File: src/rtl/uart_boot_loader.sv
// UART boot loader: receives a sync/length/data frame on rx_line and writes 32-bit words into the
// instruction BRAM. It holds the CPU until a valid image is stored. BOOT_CHECKSUM_EN adds a checksum byte.
module uart_boot_loader #(
  parameter int unsigned CLK_HZ      = 50000000,
  parameter int unsigned BAUD        = 115200,
  parameter int unsigned MAX_WORDS   = 1024,
  parameter int unsigned TIMEOUT_CYC = 5000000
) (
  input  logic        clk_50,
  input  logic        rst_board,
  input  logic        rx_line,
  output logic [31:0] wr_addr,
  output logic [31:0] wr_data,
  output logic        wr_en,
  output logic        cpu_hold,
  output logic        load_done,
  output logic        load_err
);

  localparam int unsigned Div     = CLK_HZ / BAUD;
  localparam int unsigned HalfDiv = Div / 2;
  localparam int unsigned CntW    = $clog2(Div + 1);
  localparam int unsigned TmoW    = $clog2(TIMEOUT_CYC + 1);
  localparam logic [CntW-1:0] DivLast  = CntW'(Div - 1);
  localparam logic [CntW-1:0] HalfLast = CntW'(HalfDiv - 1);

  // ---------------------------------------------------------------- UART receiver
  typedef enum logic [1:0] {RxIdle, RxStart, RxData, RxStop} rx_state_e;

  rx_state_e       rx_state_q, rx_state_d;
  logic            rx_s1_q, rx_s2_q, rx_prev_q;
  logic [CntW-1:0] rx_cnt_q, rx_cnt_d;
  logic [2:0]      rx_bit_q, rx_bit_d;
  logic [7:0]      rx_shift_q, rx_shift_d;
  logic            byte_vld, frame_err;

  always_ff @(posedge clk_50 or negedge rst_board) begin
    if (!rst_board) begin
      rx_s1_q    <= 1'b1;
      rx_s2_q    <= 1'b1;
      rx_prev_q  <= 1'b1;
      rx_state_q <= RxIdle;
      rx_cnt_q   <= '0;
      rx_bit_q   <= '0;
      rx_shift_q <= '0;
    end else begin
      rx_s1_q    <= rx_line;
      rx_s2_q    <= rx_s1_q;
      rx_prev_q  <= rx_s2_q;
      rx_state_q <= rx_state_d;
      rx_cnt_q   <= rx_cnt_d;
      rx_bit_q   <= rx_bit_d;
      rx_shift_q <= rx_shift_d;
    end
  end

  always_comb begin
    rx_state_d = rx_state_q;
    rx_cnt_d   = rx_cnt_q;
    rx_bit_d   = rx_bit_q;
    rx_shift_d = rx_shift_q;
    byte_vld   = 1'b0;
    frame_err  = 1'b0;
    unique case (rx_state_q)
      RxIdle: begin
        if (rx_prev_q && !rx_s2_q) begin
          rx_state_d = RxStart;
          rx_cnt_d   = '0;
        end
      end
      RxStart: begin
        // A start bit that is high again at mid-bit is treated as a glitch.
        if (rx_cnt_q == HalfLast) begin
          rx_cnt_d   = '0;
          rx_bit_d   = '0;
          rx_state_d = rx_s2_q ? RxIdle : RxData;
        end else begin
          rx_cnt_d = rx_cnt_q + 1'b1;
        end
      end
      RxData: begin
        if (rx_cnt_q == DivLast) begin
          rx_cnt_d   = '0;
          rx_shift_d = {rx_s2_q, rx_shift_q[7:1]};
          rx_bit_d   = rx_bit_q + 3'd1;
          if (rx_bit_q == 3'd7) rx_state_d = RxStop;
        end else begin
          rx_cnt_d = rx_cnt_q + 1'b1;
        end
      end
      RxStop: begin
        if (rx_cnt_q == DivLast) begin
          byte_vld   = rx_s2_q;
          frame_err  = !rx_s2_q;
          rx_state_d = RxIdle;
        end else begin
          rx_cnt_d = rx_cnt_q + 1'b1;
        end
      end
      default: rx_state_d = RxIdle;
    endcase
  end

  // ---------------------------------------------------------------- frame parser
  typedef enum logic [2:0] {
    StSync, StLenLo, StLenHi, StData, StCsum, StDone, StErr
  } state_e;

`ifdef BOOT_CHECKSUM_EN
  localparam state_e StTail = StCsum;
`else
  localparam state_e StTail = StDone;
`endif

  state_e          state_q, state_d;
  logic [15:0]     len_q, len_d, idx_q, idx_d;
  logic [1:0]      bcnt_q, bcnt_d;
  logic [31:0]     word_q, word_d, word_next;
  logic [TmoW-1:0] tmo_q, tmo_d;
  logic            wr_en_q, wr_en_d;
  logic [31:0]     wr_addr_q, wr_addr_d, wr_data_q, wr_data_d;
  logic            cpu_hold_q, cpu_hold_d, load_done_q, load_done_d, load_err_q, load_err_d;
  logic [15:0]     len_full;
  logic            in_frame, timed_out;

`ifdef BOOT_CHECKSUM_EN
  logic [7:0] sum_q, sum_d;

  always_comb begin
    sum_d = sum_q;
    if (state_q == StLenHi) begin
      sum_d = '0;
    end else if (state_q == StData && byte_vld) begin
      sum_d = sum_q + rx_shift_q;
    end
  end

  always_ff @(posedge clk_50 or negedge rst_board) begin
    if (!rst_board) sum_q <= '0;
    else            sum_q <= sum_d;
  end
`endif

  assign word_next = {rx_shift_q, word_q[31:8]};
  assign len_full  = {rx_shift_q, len_q[7:0]};
  assign in_frame  = state_q inside {StLenLo, StLenHi, StData, StCsum};
  assign timed_out = in_frame && (tmo_q >= TmoW'(TIMEOUT_CYC));

  always_comb begin
    state_d    = state_q;
    len_d      = len_q;
    idx_d      = idx_q;
    bcnt_d     = bcnt_q;
    word_d     = word_q;
    wr_en_d    = 1'b0;
    wr_addr_d  = wr_addr_q;
    wr_data_d  = wr_data_q;
    load_err_d = load_err_q;

    if (!in_frame || byte_vld) tmo_d = '0;
    else if (!timed_out)       tmo_d = tmo_q + 1'b1;
    else                       tmo_d = tmo_q;

    unique case (state_q)
      StSync: begin
        if (byte_vld && rx_shift_q == 8'hA5) begin
          state_d    = StLenLo;
          load_err_d = 1'b0;
          idx_d      = '0;
        end
      end
      StLenLo: begin
        if (byte_vld) begin
          len_d   = {8'h00, rx_shift_q};
          state_d = StLenHi;
        end
      end
      StLenHi: begin
        if (byte_vld) begin
          len_d  = len_full;
          bcnt_d = '0;
          word_d = '0;
          if (len_full == 16'd0)                  state_d = StTail;
          else if (32'(len_full) > MAX_WORDS)      state_d = StErr;
          else                                     state_d = StData;
        end
      end
      StData: begin
        // idx has already advanced during the write cycle, so it equals N after the last word.
        if (wr_en_q) begin
          if (idx_q == len_q) state_d = StTail;
        end else if (byte_vld) begin
          word_d = word_next;
          bcnt_d = bcnt_q + 2'd1;
          if (bcnt_q == 2'd3) begin
            wr_en_d   = 1'b1;
            wr_data_d = word_next;
            wr_addr_d = {14'b0, idx_q, 2'b00};
            idx_d     = idx_q + 16'd1;
          end
        end
      end
`ifdef BOOT_CHECKSUM_EN
      StCsum: begin
        if (byte_vld) state_d = (rx_shift_q == sum_q) ? StDone : StErr;
      end
`endif
      StDone:  state_d = StDone;
      StErr:   state_d = StSync;
      default: state_d = StSync;
    endcase

    // A byte landing in the same cycle as the timeout takes priority.
    if (in_frame && (frame_err || (timed_out && !byte_vld))) state_d = StErr;
    if (state_d == StErr) load_err_d = 1'b1;

    load_done_d = load_done_q | (state_d == StDone);
    cpu_hold_d  = ~load_done_d;
  end

  always_ff @(posedge clk_50 or negedge rst_board) begin
    if (!rst_board) begin
      state_q     <= StSync;
      len_q       <= '0;
      idx_q       <= '0;
      bcnt_q      <= '0;
      word_q      <= '0;
      tmo_q       <= '0;
      wr_en_q     <= 1'b0;
      wr_addr_q   <= '0;
      wr_data_q   <= '0;
      cpu_hold_q  <= 1'b1;
      load_done_q <= 1'b0;
      load_err_q  <= 1'b0;
    end else begin
      state_q     <= state_d;
      len_q       <= len_d;
      idx_q       <= idx_d;
      bcnt_q      <= bcnt_d;
      word_q      <= word_d;
      tmo_q       <= tmo_d;
      wr_en_q     <= wr_en_d;
      wr_addr_q   <= wr_addr_d;
      wr_data_q   <= wr_data_d;
      cpu_hold_q  <= cpu_hold_d;
      load_done_q <= load_done_d;
      load_err_q  <= load_err_d;
    end
  end

  assign wr_en     = wr_en_q;
  assign wr_addr   = wr_addr_q;
  assign wr_data   = wr_data_q;
  assign cpu_hold  = cpu_hold_q;
  assign load_done = load_done_q;
  assign load_err  = load_err_q;

endmodule
File: config.mk
export PLATFORM = sky130hd
export DESIGN_NAME = uart_boot_loader
export DESIGN_NICKNAME = d
export VERILOG_FILES = /design/src/rtl/uart_boot_loader.sv
export SDC_FILE = /design/constraint.sdc
export NUM_CORES = 1
export LEC_CHECK = 0
export ABC_AREA = 1
export CORE_MARGIN = 5
export CORE_UTILIZATION = 52
export CTS_CLUSTER_SIZE = 40
export DETAILED_ROUTE_END_ITERATION = 10
export PLACE_DENSITY = 0.8
export SLEW_MARGIN = 10
export SYNTH_ARGS = -nofsm -noshare
export SYNTH_HDL_FRONTEND = slang
export SYNTH_SLANG_ARGS = --single-unit
export TNS_END_PERCENT = 100
File: constraint.sdc
create_clock -name clk_50 -period 1.83 [get_ports clk_50]
set_clock_uncertainty 0.2 [all_clocks]
set_input_delay 0.366 -clock clk_50 [delete_from_list [all_inputs] [get_ports clk_50]]
set_output_delay 0.366 -clock clk_50 [all_outputs]
set_load 0.005 [all_outputs]
==> impl_metrics.ini <==
[worst_hold_path]
hold_path_depth = 1
worstHoldPathType = primary input to flip-flop
hold_path_startpoint = rx_line
min_to = rx_s1_q$_DFF_PN1_

[floorplanning]
rows = 44
initial_utilization_pct = 53.6
dieArea_sq_mm = 0.0176
core_sq_mm = 0.0146
chipHeight_um = 133
io_pins = 71
die_x_um = 133

[detailed_routing]
drc = 0
drtAntennaViolNets = 0
wl_um = 31100
drtPass1Iterations = 6
vias = 8629
vias_per_cell = 6.31
dr.first_iter.drc_count = 1364
wl_per_cell_um = 22.7

[run_status]
violations = setup timing
status = finished, violations left

[layout]
nNetsFinal = 1183
regArea_sq_mm = 0.00404
drive_gt1_share_pct = 36.5
nFillCells = 715
diodes = 0
multi_input_area_sq_mm = 0.00423
area_growth_pct = 49.3

[worst_setup_path]
cp.arrival_ps = 2460
reg2reg_depth = 11
r2r_end = load_done$_DFF_PN0_
r2r_slack_ps = -440
crit_type = flip-flop to flip-flop
worstSetupEndpointType = flip-flop
cp-start-kind = flip-flop
regToRegStartpoint = len_q[3]$_DFFE_PN0P_
startpoint = len_q[3]$_DFFE_PN0P_
cp_max_fo = 3
cp.required_ps = 2020

[placed_design]
gp_congestion = 0.897
hpwl_um = 13300
port_buffers = 54
pre_cts_ws_ps = -192

[timing]
hold_viol_final = 0
setup_tns_ps = -35950
worst_slack_ps = -443
rsz0062_at_grt = yes
period_share_pct = 124
finalCriticalPeriod_ps = 2270
fin_hold_ws_ps = 125
drv_slew = 0
relSlewSlack_pct = 58.2
worstMarginPinSlew_ps = 621
fmax_mhz = 440
setup_viol = 158

[global_routing]
grt_first_pass_wirelength_um = 34900
antenna_found_initial = 0
grt_overflow = 0
grt_max_degree = 58
grt_pass1_vias = 7245
grt_usage_pct = 24.3

[clock_tree]
cts_sinks = 161
cts_made_buffers = 17
clk_pin_slew_ps = 80
h-tree-depth = 4
clk_path_buf_depth = 2
clock_latency_ps = 450
cts_tree = yes
cts-root-buf = clkbuf_16

[synth]
synth_area_sq_mm = 0.00785
yosysTopAreaCell = dfrtp_1
avgSynthCellArea_sq_um = 8.27
netlist_top_cells_area = dfrtp_1 (50%), nand2_1 (11%), o21ai_0 (6.8%), inv_1 (5.7%), nor2_1 (3.5%)
yosys_warnings = 0
synth-edff-count = 0
ys_seq_elements = 161
synth_top_cell_area_share_pct = 50.1
seq_area_frac_synth_pct = 51.4
async_flop_share_pct = 100
synth-main-ff-cell = dfrtp_1
postSynthCellCount = 949
synthDistinctLibCells = 40

[power]
vdd_drop_max_mv = 0.765
power.leakage_nw = 5.58
power.density_mw_per_mm2 = 704

[run]
drv_cap = 0
==> kinds of logic (layout without fill, tap and decap cells) <==
family,after synthesis,in the layout,synth area share [%]
adders and majority gates,9,9,1.44
DFF,161,161,51.4
other,1,16,0.0478
AOI/OAI and AO/OA,173,173,12.5
buffers and inverters,166,383,9.33
xor gates and xnor gates,17,17,1.90
and+or+nand+nor,422,425,23.4
==> stage by stage <==
stage                     utilization [%]  power (W)  area (sq um)  cells
after global placement               64.0    0.00448          9370   1274
final                                80.0    0.00825         11700   1368
after global routing                 80.0    0.00848         11700   1368
after floorplan                         -    0.00416          7950    964
after CTS                            71.4    0.00804         10500   1343
after detailed placement             64.0    0.00450          9370   1274
==> what timing repair did <==
item,4_1_cts,5_1_grt
gates resized for setup,160,262
hold buffers,1,0
cloned,7,13
endpoints found under the hold margin,69,0
pin swaps,28,25
buffers inserted,29,15
setup endpoints to repair,194,157
==> cells in the mapped netlist, types with 3 or more instances <==
| cell type | instances |
|---|---|
| nor4_1 | 4 |
| dfrtp_1 | 157 |
| o31ai_2 | 4 |
| xor2_1 | 17 |
| nand4_1 | 24 |
| buf_4 | 18 |
| nor2_1 | 74 |
| o31ai_1 | 7 |
| nand2_2 | 4 |
| ha_1 | 9 |
| clkinv_1 | 3 |
| o22ai_1 | 25 |
| o21ai_1 | 5 |
| dfstp_2 | 4 |
| inv_1 | 120 |
| buf_2 | 8 |
| nand2_1 | 237 |
| clkbuf_1 | 9 |
| nand3_1 | 49 |
| a21oi_1 | 15 |
| a21boi_0 | 3 |
| inv_2 | 4 |
| nor2_2 | 4 |
| o21ai_0 | 107 |
| nor3_1 | 18 |
==> how the worst max path moves through the flow <==
stage,end,cells after the start,slack (ps)
final,load_done$_DFF_PN0_,11,-440
after global routing,len_q[13]$_DFFE_PN0P_,11,-840
after CTS,idx_q[11]$_DFFE_PN0P_,11,-170
after detailed placement,wr_data[23]$_DFFE_PN0P_,9,-190
after global placement,tmo_q[8]$_DFFE_PN0P_,9,-180
after floorplan,idx_q[2]$_DFFE_PN0P_,12,-70
==> layer usage <==
| layer | track usage [%] | up-vias | part of all wire, % |
|---|---|---|---|
| li1 | - | 3523 | - |
| met1 | 29.1 | 4133 | 34 |
| met2 | 41.2 | 702 | 49 |
| met3 | 5.43 | 271 | 8.8 |
| met4 | 12.2 | 0 | 8.8 |
| met5 | 0 | - | 0 |
==> layout make-up <==
cell class,instances,area share [%]
Inverter,128,4.33
Sequential cell,161,34.5
Clock inverter,14,1.22
Tap cell,184,1.97
Clock buffer,18,3.75
Timing Repair Buffer,223,18.2
Multi-Input combinational cell,640,36.1
==> placed cells by master, fill, tap and decap left out, types with 5 or more instances in the layout <==
master	netlist	final
a21oi_1	15	8
a21oi_2	0	5
buf_12	0	9
buf_4	18	122
buf_6	2	27
clkbuf_16	0	26
conb_1	1	16
dfrtp_1	157	156
dlygate4sd2_1	0	52
ha_1	9	7
inv_1	120	110
inv_2	4	12
inv_8	0	5
nand2_1	237	174
nand2_2	4	42
nand2_4	0	25
nand3_1	49	27
nand3_2	1	18
nand3_4	2	8
nand4_1	24	24
nor2_1	74	60
nor2_2	4	8
nor2_4	1	12
nor3_1	18	14
o21ai_0	107	23
o21ai_1	5	46
o21ai_2	2	43
o22ai_2	0	16
o22ai_4	0	5
o31ai_2	4	5
xor2_1	17	17
==> critical path, stage by stage (launching register included) <==
cell and delay (ps):
dfrtp_1 450, nor2_1 190, nand2_1 140, nor2_1 260, inv_1 100, nor2_1 180
nand2_2 110, a21oi_4 230, nand2_2 110, nor2_4 110, nand2_1 60, nand2_1 60
==> power by group <==
part           switching [W]  internal [W]  leakage (nW)
combinational       0.000573      0.000370          3.07
sequential         0.0000592       0.00363          2.22
clock                0.00176       0.00185         0.285
==> registers in the layout (all words and copies together) (netlist names), named ones only <==
| register | count |
|---|---|
| rx_state_q | 1 |
| bcnt_q | 2 |
| tmo_q | 23 |
| rx_s2_q | 1 |
| wr_addr | 16 |
| rx_shift_q | 8 |
| rx_prev_q | 1 |
| load_err | 1 |
| state_q | 3 |
| idx_q | 16 |
| rx_bit_q | 3 |
| cpu_hold | 1 |
| rx_s1_q | 1 |
| wr_data | 32 |
| wr_en | 1 |
| len_q | 16 |
| word_q | 24 |
| load_done | 1 |
| rx_cnt_q | 9 |
(Power assumes the default switching activity.)
